File: src/rtl/seq_pkg.sv
// Shared types and default pattern constants for the round-robin pattern sequencer.
// Pure declarations; no timing or backpressure of its own.
package seq_pkg;

  typedef logic [1:0] step_t;
  typedef logic [2:0] pat_t;

  typedef enum logic [1:0] {
    IDLE = 2'd0,
    RUN  = 2'd1,
    GAP  = 2'd2
  } state_t;

  localparam pat_t S0 = 3'b101;
  localparam pat_t S1 = 3'b110;
  localparam pat_t S2 = 3'b011;
  localparam pat_t S3 = 3'b001;

  function automatic pat_t default_pat(input step_t idx);
    case (idx)
      2'd0:    default_pat = S0;
      2'd1:    default_pat = S1;
      2'd2:    default_pat = S2;
      default: default_pat = S3;
    endcase
  endfunction

endpackage

File: src/rtl/rr_arbiter.sv
// Round-robin pick: first set req bit searching upward from ptr, wrapping at NUM_REQ.
// Combinational, zero latency; no backpressure, caller decides when to take the grant.
module rr_arbiter #(
  parameter int NUM_REQ = 4,
  parameter int IDX_W   = $clog2(NUM_REQ)
) (
  input  logic [NUM_REQ-1:0] req,
  input  logic [IDX_W-1:0]   ptr,
  output logic [NUM_REQ-1:0] onehot,
  output logic [IDX_W-1:0]   idx,
  output logic               any
);

  always_comb begin : search
    int j;
    j      = 0;
    onehot = '0;
    idx    = '0;
    any    = 1'b0;
    for (int i = 0; i < NUM_REQ; i++) begin
      j = int'(ptr) + i;
      if (j >= NUM_REQ) j = j - NUM_REQ;
      if (!any && req[j]) begin
        any       = 1'b1;
        onehot[j] = 1'b1;
        idx       = IDX_W'(j);
      end
    end
  end

endmodule

File: src/rtl/seq_scheduler.sv
// Shares one 4-step pattern sequencer among NUM_REQ requesters; grant and first step appear at the sampling edge.
// One step per cycle while granted; a requester withdrawing req mid-burst aborts it without done.
module seq_scheduler
  import seq_pkg::*;
#(
  parameter int NUM_REQ    = 4,
  parameter int LEN_W      = 4,
  parameter int GAP_CYCLES = 1
) (
  input  logic                       clk,
  input  logic                       reset,
  input  logic [NUM_REQ-1:0]         req,
  input  logic [NUM_REQ*LEN_W-1:0]   req_len,
  input  logic                       cfg_we,
  input  logic [1:0]                 cfg_addr,
  input  logic [2:0]                 cfg_data,
  output logic [NUM_REQ-1:0]         grant,
  output logic                       busy,
  output logic                       seq_valid,
  output logic [2:0]                 seq_out,
  output logic [$clog2(NUM_REQ)-1:0] seq_owner,
  output logic [NUM_REQ-1:0]         done
);

  localparam int IDX_W = $clog2(NUM_REQ);
  localparam int CNT_W = LEN_W + 1;
  localparam logic [1:0] GAP_INIT = (GAP_CYCLES > 0) ? 2'(GAP_CYCLES - 1) : 2'd0;

  state_t           state;
  pat_t             pat_tbl [4];
  step_t            step;
  logic [CNT_W-1:0] rem;
  logic [1:0]       gap_cnt;
  logic [IDX_W-1:0] ptr;

  logic [NUM_REQ-1:0] arb_onehot;
  logic [IDX_W-1:0]   arb_idx;
  logic               arb_any;
  logic [LEN_W-1:0]   len_raw;
  logic [CNT_W-1:0]   len_sel;
  logic [IDX_W-1:0]   ptr_next;
  logic               burst_end;

  rr_arbiter #(
    .NUM_REQ (NUM_REQ),
    .IDX_W   (IDX_W)
  ) u_arb (
    .req    (req),
    .ptr    (ptr),
    .onehot (arb_onehot),
    .idx    (arb_idx),
    .any    (arb_any)
  );

  // A zero length field encodes the full 2^LEN_W steps.
  assign len_raw   = req_len[int'(arb_idx)*LEN_W +: LEN_W];
  assign len_sel   = (len_raw == '0) ? {1'b1, {LEN_W{1'b0}}} : {1'b0, len_raw};
  assign ptr_next  = (arb_idx == IDX_W'(NUM_REQ - 1)) ? '0 : arb_idx + 1'b1;
  assign burst_end = (rem == CNT_W'(1)) || !req[seq_owner];

  always_ff @(posedge clk or negedge reset) begin
    if (!reset) begin
      for (int i = 0; i < 4; i++) pat_tbl[i] <= default_pat(step_t'(i));
    end else if (cfg_we) begin
      pat_tbl[cfg_addr] <= cfg_data;
    end
  end

  always_ff @(posedge clk or negedge reset) begin
    if (!reset) begin
      state     <= IDLE;
      step      <= '0;
      rem       <= '0;
      gap_cnt   <= '0;
      ptr       <= '0;
      grant     <= '0;
      busy      <= 1'b0;
      seq_valid <= 1'b0;
      seq_out   <= '0;
      seq_owner <= '0;
      done      <= '0;
    end else begin
      case (state)
        IDLE: begin
          if (arb_any) begin
            state     <= RUN;
            grant     <= arb_onehot;
            busy      <= 1'b1;
            seq_valid <= 1'b1;
            seq_out   <= pat_tbl[0];
            seq_owner <= arb_idx;
            step      <= 2'd1;
            rem       <= len_sel;
            done      <= (len_sel == CNT_W'(1)) ? arb_onehot : '0;
            ptr       <= ptr_next;
          end
        end

        RUN: begin
          if (burst_end) begin
            grant     <= '0;
            seq_valid <= 1'b0;
            seq_out   <= '0;
            seq_owner <= '0;
            done      <= '0;
            if (GAP_CYCLES > 0) begin
              state   <= GAP;
              gap_cnt <= GAP_INIT;
            end else begin
              state   <= IDLE;
              busy    <= 1'b0;
            end
          end else begin
            // Reads the table before any same-edge write lands.
            seq_out <= pat_tbl[step];
            step    <= step + 1'b1;
            rem     <= rem - 1'b1;
            done    <= (rem == CNT_W'(2)) ? grant : '0;
          end
        end

        GAP: begin
          if (gap_cnt == 2'd0) begin
            state <= IDLE;
            busy  <= 1'b0;
          end else begin
            gap_cnt <= gap_cnt - 1'b1;
          end
        end

        default: begin
          state <= IDLE;
          busy  <= 1'b0;
        end
      endcase
    end
  end

endmodule

File: config.mk
export PLATFORM = sky130hd
export DESIGN_NAME = seq_scheduler
export DESIGN_NICKNAME = d
export VERILOG_FILES = /design/src/rtl/seq_pkg.sv /design/src/rtl/rr_arbiter.sv /design/src/rtl/seq_scheduler.sv
export SDC_FILE = /design/constraint.sdc
export NUM_CORES = 1
export LEC_CHECK = 0
export BUFFER_PORTS_ARGS = -buffer_cell sky130_fd_sc_hd__buf_4
export CORE_UTILIZATION = 51
export DETAILED_ROUTE_END_ITERATION = 16
export PLACE_DENSITY = 0.76
export SYNTH_ARGS = -nofsm -noshare
export SYNTH_HDL_FRONTEND = slang
export SYNTH_SLANG_ARGS = --single-unit
File: constraint.sdc
create_clock -name clk -period 2.5 [get_ports clk]
set_input_delay 0.375 -clock clk [delete_from_list [all_inputs] [get_ports clk]]
set_output_delay 0.375 -clock clk [all_outputs]
set_load 0.005 [all_outputs]
==> impl_results.md <==
* Cell Area, Placed at around 0.003 sq mm
* Most frequent cell after synthesis: dfrtp_1
* Area Overhead vs Synth at 26.3%
* Synth top area cells: dfrtp_1, dfstp_2, mux2_2, mux2i_1, mux4_2
* RR Startpoint: ptr[0]
* Row count at 25
* Post-placement cell count at 350
* CTS root buf: clkbuf_8
* Synth area leader: dfrtp_1
* Slew Limit Headroom at 0.335
* Startpoint Class: flop
* Clk slew on worst S/H paths at roughly 0.080 ns
* Seq/Total Area, Yosys at 0.401
* Bufs on Longest Clock Path at 2
* Worst slack, placed at -0.113 ns
* Final setup fails at 0
* Final layout net count at 334
* Most frequent cells after synthesis: dfrtp_1, nand2_1, o21ai_0, mux2_2, mux2i_1
* Combinational power share at 0.616
* Post-Layout Cell Count at 366
* Critical Path Sink Type: flop
* Post-Synthesis Cells at 239
* Number of port buffers at 42
* Async set-reset flop share out of synthesis at 1.00
* Seq pwr share at 0.276
* Peak supply drop at 0.869 mV
* Setup CP Type: flop to flop
* Drt total wl at 6020 um
* GR Util met3 at 0.0556
* Worst hold path type: primary input to async pin
* Number of vias per cell at around 5.8
* GRT Max-Usage Layer: met2
* Switching power total at 1.58 mW
* Core area at approximately 0.0047 sq mm
* PwrDens at roughly 1200 mW/mm^2
* Via count at between 2000 and 2500
* Starting density of the core at 0.534
* Post-synthesis mux area share at 0.213
* CTS tree: yes
* Hold_ws at 0.0516 ns
* Wire per inst at 16.5 um
* Proportion of layout cells with a drive suffix above 1 at 0.378
* M2 GR Usage at 0.403
* WP data required at 2.67 ns
* Die W at 72.3 um
* DPL Wire Length at 4340 um
* Placer's final routability congestion estimate at about 0.86
* Crit path from: ptr[0]
* Complex-gate fraction of the synthesized area at 0.149
* LEAKAGE at between 1 and 1.5 nW
* GRT Overall Usage at 0.238
* Diode count at 0
* Number of global-route vias before repair at 2096
* XOR/XNOR share of the synthesized area at 0.0139
* WP data arrival at about 2.6 ns
* H-tree depth at 2
* Worst skew pair latency at approximately 0.29 ns
* Slew Viols, Final at 0
* Crit path largest cell delay at around 0.6 ns
* Met1 GRT Util at 0.291
* Clock power frac at 0.108
* TritonCTS Buffers at 5
* Max-Cap Viols at 0
* Max Fclk at 409 MHz
* Filler instances at between 300 and 400
* DRT iter0 DRCs at between 100 and 150
* Die H at 72.3 um
* Yosys reg bits at 40
* Cell internal pwr at around 2.3 mW
* Drc violations at 0
* Pin count of the biggest net entering global routing at 41
* EDFF count, synth at 0
* Slew @ Worst Pin at 0.989 ns
* Initial antenna violation count at 0
* Simple-gate share of the synthesized area at 0.147
* Synth cell types at 50
* Final ANT Viol Nets at 0
* Period minus WS final at 2.44 ns
* Syn Nets at about 280
* Outcome: completed
* Mean post-synth cell area at 10.5 sq um
* Final instance area at 0.00318 sq mm
* Hold Fails Final Rpt at 0
* Clk sink count at 40
* Cell Area, Synth at 0.00252 sq mm
* Crit share post-route at 0.978
* Switching Fraction at 0.410
* PnR worst setup slack at 0.0556 ns
* Most used DFF post-synth: dfrtp_1
* Initial DRT Pass Iterations at 4
* Overall power at 3.87 mW
* CP max FO at 6
* Main combinational cell family by area after synthesis: multiplexers
* Worst clock skew at 0.00566 ns
* Global-route wire length before repair at 9580 um
* Post-Synth Adder-Cell Area at 0.0397
* Area share of the largest cell type after synthesis at 0.328
* Top Ports at 43
* Crit-path cells: buf_6, mux4_2, nand2b_4, a211oi_4, a21oi_4, buf_12, mux2i_2, a221o_1
* Die area at between 0.005 and 0.006 sq mm
* Warnings, synthesis at 0
* Gr ovfl total at 0
* CP max stage cell: mux4_2
[critical path: cells and delay by family, from the launching register on]
kind	cells	cell delay (ns)
DFF	1	0.44
and+or+nand+nor	1	0.19
AOI/OAI and AO/OA	3	0.64
muxes	2	0.75
buffers and inverters	2	0.31
[per-layer routing]
layer | routed length, um | vias to the layer above
li1 | - | 993
met1 | 2590 | 1054
met2 | 3100 | 56
met3 | 234 | 10
met4 | 99 | 0
met5 | 0 | -
[power groups by stage]
| stage | Clock (mW) | Combinational, mW | Sequential, mW |
|---|---|---|---|
| final | 0.417 | 2.38 | 1.07 |
| after global routing | 0.456 | 2.58 | 1.09 |
| after CTS | 0.428 | 2.06 | 1.06 |
| after detailed placement | 0 | 2.01 | 1.08 |
| after global placement | 0 | 1.96 | 1.06 |
| after floorplan | 0 | 1.47 | 1.06 |
[logic make-up after synthesis]
| kind of cell | after synthesis |
|---|---|
| flip-flops | 40 |
| multiplexers | 41 |
| AO/OA/AOI/OAI | 55 |
| AND/OR/NAND/NOR | 72 |
| XOR/XNOR | 4 |
| buffers and inverters | 19 |
| adder cells (fa/ha/maj) | 8 |
[what timing repair did]
item	CTS	global route
buffers inserted	2	6
setup endpoints to repair	9	9
hold buffers	0	0
gates resized for setup	2	9
endpoints found under the hold margin	0	0
pin swaps	0	3
[layout make-up]
cell class | instances | area, sq um | share of cell area
Timing Repair Buffer | 61 | 487 | 0.153
Clock inverter | 2 | 12.5 | 0.00393
Clock buffer | 6 | 72.6 | 0.0228
Tap cell | 67 | 83.8 | 0.0263
Sequential cell | 40 | 1010 | 0.318
Inverter | 10 | 42.5 | 0.0134
Multi-Input combinational cell | 180 | 1470 | 0.463
[path summary, 6_finish.rpt]
kind                              end  slack (ns)  depth (start not counted)
max                            rem[0]        0.06                          8
min reg2reg                gap_cnt[0]        0.47                          1
max in group asynchronous      ptr[0]        2.07                          1
min in group clk           pat_tbl[6]        0.34                          2
max reg2reg                    rem[0]        0.06                          8
min                              busy        0.05                          1
[per-stage QoR]
stage                      TNS, ns  utilization
final                            0        0.674
after CTS                        0        0.649
after floorplan                  0            -
after global placement    -0.00477        0.627
after global routing       -0.0366        0.674
after detailed placement    -0.526        0.627
[flip-flops by register name, summed over array words and instances (netlist names)]
signal and cells:
rem 5, done 4, seq_valid 1, state 2
pat_tbl 12, gap_cnt 2, seq_owner 2, grant 4
step 2, ptr 2, busy 1, seq_out 3
[cell usage in the layout, fill, tap and decap left out, drive strengths merged, types with 2 or more instances in the layout]
master | netlist | layout
xnor2 | 2 | 2
o21ai | 20 | 20
inv | 10 | 10
nor2 | 9 | 9
o211a | 2 | 2
dfrtp | 33 | 33
or3 | 2 | 2
buf | 2 | 61
a31oi | 4 | 4
mux2i | 15 | 15
and2 | 5 | 5
and3 | 6 | 6
dfstp | 7 | 7
mux4 | 7 | 7
clkbuf | 7 | 6
nor3 | 8 | 8
a21o | 2 | 2
nand2 | 26 | 26
o31ai | 2 | 2
o21a | 2 | 2
mux2 | 19 | 19
nand2b | 4 | 4
ha | 8 | 8
a21oi | 8 | 8
a22oi | 7 | 7
xor2 | 2 | 2
o22ai | 2 | 2
nand3b | 4 | 4
Power figures use the tool's default switching activity.
